$ cat src/rtl/alu_cc_pipe.sv
// alu_cc_pipe: registered Y86 execute ALU with a one-entry valid/ready result
// register, the architectural condition-code register {ZF,SF,OF}, and the
// combinational branch/cmov condition evaluator that reads it.
module alu_cc_pipe #(
  parameter int         WIDTH    = 64,
  parameter logic [2:0] CC_RESET = 3'b100
) (
  input  logic             clk,
  input  logic             rst_n,
  input  logic             in_valid,
  output logic             in_ready,
  input  logic [WIDTH-1:0] in_a,
  input  logic [WIDTH-1:0] in_b,
  input  logic [1:0]       in_fn,
  input  logic             in_set_cc,
  output logic             out_valid,
  input  logic             out_ready,
  output logic [WIDTH-1:0] out_result,
  output logic             out_ovf,
  output logic [2:0]       cc,
  input  logic [2:0]       cnd_fn,
  output logic             cnd
);

  typedef enum logic [1:0] {
    FN_ADD = 2'b00,
    FN_SUB = 2'b01,
    FN_AND = 2'b10,
    FN_XOR = 2'b11
  } alu_fn_e;

  typedef enum logic [2:0] {
    C_ALWAYS = 3'd0,
    C_LE     = 3'd1,
    C_L      = 3'd2,
    C_E      = 3'd3,
    C_NE     = 3'd4,
    C_GE     = 3'd5,
    C_G      = 3'd6,
    C_ALWAYS7 = 3'd7
  } cond_e;

  logic [WIDTH-1:0] res;
  logic             ovf;
  logic             accept;
  logic             drain;
  logic             zf, sf, of;

  // A new operation can enter whenever the register is empty or being emptied.
  assign in_ready = !out_valid || out_ready;
  assign accept   = in_valid && in_ready;
  assign drain    = out_valid && out_ready;

  // Y86 ordering: result = B op A, modulo 2^WIDTH, carry-out dropped.
  always_comb begin
    // NOTE: every output of this block gets a default first so no path can
    // leave it unassigned and infer a latch.
    res = '0;
    ovf = 1'b0;
    case (alu_fn_e'(in_fn))
      FN_ADD: begin
        res = in_b + in_a;
        ovf = (in_a[WIDTH-1] == in_b[WIDTH-1]) && (res[WIDTH-1] != in_a[WIDTH-1]);
      end
      FN_SUB: begin
        res = in_b - in_a;
        ovf = (in_a[WIDTH-1] != in_b[WIDTH-1]) && (res[WIDTH-1] != in_b[WIDTH-1]);
      end
      FN_AND: res = in_b & in_a;
      FN_XOR: res = in_b ^ in_a;
      default: begin
        res = '0;
        ovf = 1'b0;
      end
    endcase
  end

  // Result register: load on accept, clear valid on drain-only, else hold.
  always_ff @(posedge clk or negedge rst_n) begin
    if (!rst_n) begin
      out_valid  <= 1'b0;
      out_result <= '0;
      out_ovf    <= 1'b0;
    end else begin
      // NOTE: state is updated with non-blocking assignments so every register
      // samples pre-edge values regardless of statement order.
      if (accept) begin
        out_valid  <= 1'b1;
        out_result <= res;
        out_ovf    <= ovf;
      end else if (drain) begin
        out_valid  <= 1'b0;
      end
    end
  end

  // Condition codes follow acceptance (not drain), and only when requested.
  always_ff @(posedge clk or negedge rst_n) begin
    if (!rst_n) begin
      cc <= CC_RESET;
    end else if (accept && in_set_cc) begin
      cc <= {(res == '0), res[WIDTH-1], ovf};
    end
  end

  assign zf = cc[2];
  assign sf = cc[1];
  assign of = cc[0];

  // Branch/cmov condition evaluated straight from the current cc.
  always_comb begin
    cnd = 1'b1;
    case (cond_e'(cnd_fn))
      C_LE:    cnd = (sf ^ of) | zf;
      C_L:     cnd = sf ^ of;
      C_E:     cnd = zf;
      C_NE:    cnd = !zf;
      C_GE:    cnd = !(sf ^ of);
      C_G:     cnd = !(sf ^ of) && !zf;
      default: cnd = 1'b1;
    endcase
  end

endmodule

$ cat config.mk
export PLATFORM = sky130hd
export DESIGN_NAME = alu_cc_pipe
export DESIGN_NICKNAME = d
export VERILOG_FILES = /design/src/rtl/alu_cc_pipe.sv
export SDC_FILE = /design/constraint.sdc
export NUM_CORES = 1
export LEC_CHECK = 0
export ABC_AREA = 1
export BUFFER_PORTS_ARGS = -buffer_cell sky130_fd_sc_hd__buf_2
export CAP_MARGIN = 5
export CORE_ASPECT_RATIO = 0.8
export CORE_MARGIN = 2
export CORE_UTILIZATION = 30
export CTS_BUF_LIST = sky130_fd_sc_hd__clkbuf_8
export DETAILED_ROUTE_END_ITERATION = 16
export PLACE_DENSITY = 0.55
export SYNTH_ARGS = -nofsm -noshare
export SYNTH_HDL_FRONTEND = slang
export SYNTH_SLANG_ARGS = --single-unit
$ cat constraint.sdc
create_clock -name clk -period 1.9 [get_ports clk]
set_clock_uncertainty 0.1 [all_clocks]
set_input_delay 0.095 -clock clk [delete_from_list [all_inputs] [get_ports clk]]
set_output_delay 0.095 -clock clk [all_outputs]
set_load 0.02 [all_outputs]
# Word level (Yosys, flattened, before mapping)
# Index checks and enable logic that the tools add are counted.
dict set report classes {
  reduce_logical 13
  n_eq_ne 13
  bitwise_logic 4
  muxes 5
  n_addsub 2
}
# operator n
set op_table {}
lappend op_table {{$pmux W64 S4} 1}
lappend op_table {{$add A64 B64 Y64} 1}
lappend op_table {{$and A64 B64 Y64} 1}
lappend op_table {{$logic_not A64 Y1} 1}
lappend op_table {{$sub A64 B64 Y64} 1}
lappend op_table {{$xor A64 B64 Y64} 1}
lappend op_table {{$eq A3 B3 Y1 const B} 3}
lappend op_table {{$eq A3 B2 Y1 const B} 2}
lappend op_table {{$logic_and A1 B1 Y1} 6}
lappend op_table {{$pmux W1 S6} 1}
lappend op_table {{$eq A2 B2 Y1 const B} 2}
lappend op_table {{$eq A3 B1 Y1 const B} 1}
lappend op_table {{$logic_not A1 Y1} 3}
lappend op_table {{$ne A1 B1 Y1} 3}
lappend op_table {{$eq A2 B1 Y1 const B} 1}
lappend op_table {{$logic_not A2 Y1} 1}
lappend op_table {{$mux W1} 2}
lappend op_table {{$pmux W1 S2} 1}
lappend op_table {{$reduce_bool A2 Y1} 1}
lappend op_table {{$eq A1 B1 Y1} 1}
lappend op_table {{$logic_or A1 B1 Y1} 1}
lappend op_table {{$or A1 B1 Y1} 1}
lappend op_table {{$xor A1 B1 Y1} 1}
dict set report word_totals {
  in_bits 138
  out_inout_bits 71
  word_cells 41
  ff_bits 69
}

# Depth between registers and ports, before layout
dict set report depth {
  ltp_word 4
  mapped_depth 25
  ltp_nobuf 24
}

# Worst setup path before layout
# No wires, ideal clock.
dict set report synth_path {
  path_kind {input to register}
  startpoint {in in_b[0]}
  endpoint {reg cc[2]}
  path_buffers 0
  arrival_ps 2046
  setup_time_ps 60
  path_stages 22
  t_required_ps 1740
  slack_ps -306
  cell_sequence {inv_1 > ha_1 > fa_1 > inv_1 > nand3_1 > nand2_1 > nand2_1 > nand2_1 > nand2_1 > nand2_1 > nand2_1 > nand2_1 > nand3_1 > nand2_1 > nand2_1 > nand3_1 > nand3b_1 > nor2_1 > nand2_1 > nor2_1 > nand3_1 > nand2_1}
}
dict set report synth_via {
  elab_chain_len 3
  elab_cells_between_ends 6
  cone_classes {add/sub (2); mux (1); bitwise (2); reduce/logical (1)}
}
# element line
set synth_rtl {}
lappend synth_rtl {{start: declaration} 13} ;# input logic [WIDTH-1:0] in_b,
lappend synth_rtl {{$sub A64 B64 Y64, or another cell as far along} 66} ;# res = in_b - in_a;
lappend synth_rtl {{$pmux W64 S4 (*)} 60} ;# case (alu_fn_e'(in_fn))
lappend synth_rtl {{$logic_not A64 Y1 (*)} 102} ;# cc <= {(res == '0), res[WIDTH-1], ovf};
lappend synth_rtl {{end signal: assignment} 102}
lappend synth_rtl {{end: declaration} 20} ;# output logic [2:0] cc,
# Mark *: on every way between the ends. The rest lies on a longest branch, timed or not.
# A chain may end at the register's enable or synchronous reset.

# Worst setup path in the final report
dict set report layout_path {
  startpoint {in in_a[15]}
  endpoint {reg cc[2]}
}
dict set report layout_via {
  elab_chain_len 3
  elab_cells_between_ends 6
  cone_classes {add/sub (2); mux (1); bitwise (2); reduce/logical (1)}
}
# element line
set layout_rtl {}
lappend layout_rtl {{start: declaration} 12} ;# input logic [WIDTH-1:0] in_a,
lappend layout_rtl {{$sub A64 B64 Y64, or another cell as far along} 66}
lappend layout_rtl {{$pmux W64 S4 (*)} 60}
lappend layout_rtl {{$logic_not A64 Y1 (*)} 102}
# Marked as above.

==> impl_results.md <==
* Design Area, Final at 31510 um2
* P per Cell Area at 445.2 nW/um2
* Critical Path Sink Type: flop
* CTS tree: built
* Vias/cell at 5.003
* Sequential share of the synthesized area at 0.1078
* Pins Over Slew Limit at 0
* Post-Synth Adder-Cell Area at 0.1024
* Die footprint at 55300 um2
* Main flop type after synthesis: dfrtp_1
* Peak VDD IR at 323.7 uV
* Vias in the first global route at 22600
* Overall power at 0.01403 W
* First-pass GRT wire length at 132600 um
* R2R cell count at 17
* Synth Cell Area at 16030 um2
* Crit Path Max Fanout at 4
* Crit Path Category: in2reg
* Final Util at 0.5986
* Synth Area in Compound Gates at 0.1200
* Critical R2R Launch: out_valid$_DFFE_PN0P_
* DRT antenna net count at 0
* Yosys reg bits at 69
* Leak at 16.57 nW
* Core Area at 52640 um2
* Slew @ Worst Pin at 923.8 ps
* Largest net degree at the start of global routing at 92
* Global placer's final weighted congestion at 1.051
* Die Wd at 262.4 um
* Yosys cell types at 45
* Reg2Reg Setup Slack at -310 ps
* DRC at 0
* DP Area at 23770 um2
* Failing checks: negative setup slack
* Final worst path period share at 1.331
* Maximum clock path buffer count at 2
* Number of flops mapped to enable cells by yosys at 0
* Post-synthesis mux area share at 0
* Pre-antenna DRT Iters at 6
* DR WL/cell at 19.16 um
* Layout cells sized above 1 at 0.5779
* Post-synth top area share at 0.2597
* Ranking of synthesized cells by area: nand2_1 (26%), inv_1 (13%), dfrtp_1 (11%), ha_1 (10%), nand3_1 (8.7%)
* PortBufs at 208
* Cells after synthesis at 3098
* First DRT Iteration DRCs at 2609
* Final Hold Fails at 0
* Maxcap violations at 0
* Outcome: complete, but fails checks
* Final Hold Slack at 133.5 ps
* Initial Util at 0.3044
* RR Endpoint: cc[2]$_DFFE_PN1P_
* Total Wirelength at 93400 um
* Synthesized area per cell at 5.173 um2
* Crit path DAT at 2740 ps
* Area Growth Syn to Fin at 96.63%
* Largest family of logic cells by synthesized area: simple AND/OR/NAND/NOR gates
* Grt total ovfl at 0
* Fmax at 0.3955 GHz
* RSZ-0062 raised after global routing: yes
* Mapped Nets at 3366
* CTS sink cnt at 69
* Total CTS buffers at 9
* Req. time, crit path at 2110 ps
* Min setup slack post-route at -628.6 ps
* GRT Util Overall at 0.3158
* FFs w/ async S/R, synth at 1.000
* Nets at 4445
* Rel. slew slack at 0.3841
* Warnings, synthesis at 0
* Placed wire-length estimate at 75850 um
* Largest area contributor in the netlist: nand2_1
* Synth Area in XOR/XNOR at 0.003279
* Clock Latency Late Sink at 360 ps
* Die H at 210.7 um
* Setup violators final at 43
* Worst min path class: in2async
* Root Driver: clkbuf_8
* Ports at 209
* Crit path time final at 2529 ps
* Initial antenna violation count at 0
* H-tree depth at 3
* Startpoint Class: primary input
* Clock slew at reported path FFs at 70 ps
* DR vias at 24390
* FP Rows at 75
* Synth Area in Simple Gates at 0.4883
[where the power goes]
part / internal [W] / total [W] / switching (W)
Clock: 0.000492 / 0.00105 / 0.000559
Sequential: 0.00174 / 0.00191 / 0.000171
Combinational: 0.00482 / 0.0111 / 0.00624
[logic make-up (layout without fill, tap and decap cells)]
logic type	Yosys count	count (layout)
flip-flops	69	69
XOR/XNOR	6	6
other	0	1
adder cells (fa/ha/maj)	130	130
AO/OA/AOI/OAI	348	348
AND/OR/NAND/NOR	1855	1855
buffers and inverters	690	1773
[sequential cells by signal, summed over array words and instances (netlist names)]
| name | flops |
|---|---|
| out_result | 64 |
| cc | 3 |
| out_ovf | 1 |
| out_valid | 1 |
[Yosys cell counts, drive strengths merged, types with 2 or more instances]
cell    count
a31oi       3
a21o        5
nand4      36
clkinv      2
o21ai     127
ha        128
o21bai     15
nand3     283
fa          2
nand3b     15
inv       590
o21a        2
nor4        8
nor2      339
and2        2
o22ai      42
clkbuf     24
buf        74
dfrtp      68
a21oi     140
nand2    1131
xor2        5
nor3       39
a221oi      9
[per-stage QoR]
step | cells | setup WS (ps) | TNS [ps]
after global placement | 4704 | -1334 | -45170
final | 4875 | -628.6 | -9229
after CTS | 4778 | -395.8 | -5245
after detailed placement | 4704 | -1261 | -46510
after global routing | 4874 | -648.2 | -11750
after floorplan | 3098 | -206.4 | -326.7
[area by class of cell]
cell class,instances,area [um2]
clock inverter,5,28.78
tap,693,867.1
inverter,592,2336
sequential,69,1728
fill,4906,21130
timing repair buffer,1166,9462
multi-input combinational,2339,16950
antenna,1,2.502
clock buffer,10,137.6
[worst max-delay path by stage]
stage	to	start	cells past startpoint	slack, ps
after global placement	cc[2]$_DFFE_PN1P_	in_a[53]	21	-1330
after floorplan	cc[2]$_DFFE_PN1P_	in_a[19]	20	-210
after global routing	cc[2]$_DFFE_PN1P_	in_b[0]	22	-650
final	cc[2]$_DFFE_PN1P_	in_a[15]	23	-630
after CTS	cc[2]$_DFFE_PN1P_	in_b[0]	26	-400
after detailed placement	cc[2]$_DFFE_PN1P_	in_a[41]	22	-1260
[worst max-delay path, cell delays in order]
cell and delay, ps:
buf_8 100, inv_4 50, ha_4 210, buf_6 140, nor2_4 120, inv_2 70
buf_6 120, nor2_4 160, nand2_2 120, buf_6 140, nor3_4 110, nand2_2 100
nand2_4 120, nand2_1 60, nand3_1 60, nand3b_1 190, nor2_1 190, nand3_1 140
nor2_1 140, nand2_1 100, nor2_1 100, nand3_1 80, nand2_1 60
[metal layers]
metal,up-vias,GRT usage,routed length (um)
li1,11810,-,-
met1,11330,0.4606,42600
met2,1131,0.4486,37440
met3,119,0.1000,11350
met4,0,0.06659,2010
met5,-,0,0
[placed cells by master, fill, tap and decap left out, drive strengths merged]
master,instances
nand3,283
dfrtp,68
nor3,39
nand2,1131
inv,588
o221ai,1
xor2,5
nand4,36
o22ai,42
and2,2
ha,128
clkinvlp,4
or2,1
fa,2
dlygate4sd3,3
clkinv,5
o21bai,15
a32oi,1
nand2b,1
nor4,8
clkbuf,10
a31oi,3
a221oi,9
a32o,1
dfstp,1
o21a,2
diode,1
nor2,339
o21ai,127
o211ai,1
a21oi,140
a21o,5
nand3b,15
a21boi,1
buf,1163
xnor2,1
[timing repair]
item,CTS,global route
hold endpoints to repair,57,0
pin swaps,239,361
endpoints found under the setup margin,56,55
resized for setup,946,870
hold buffers,3,0
setup buffers,60,112
Power figures use the tool's default switching activity.
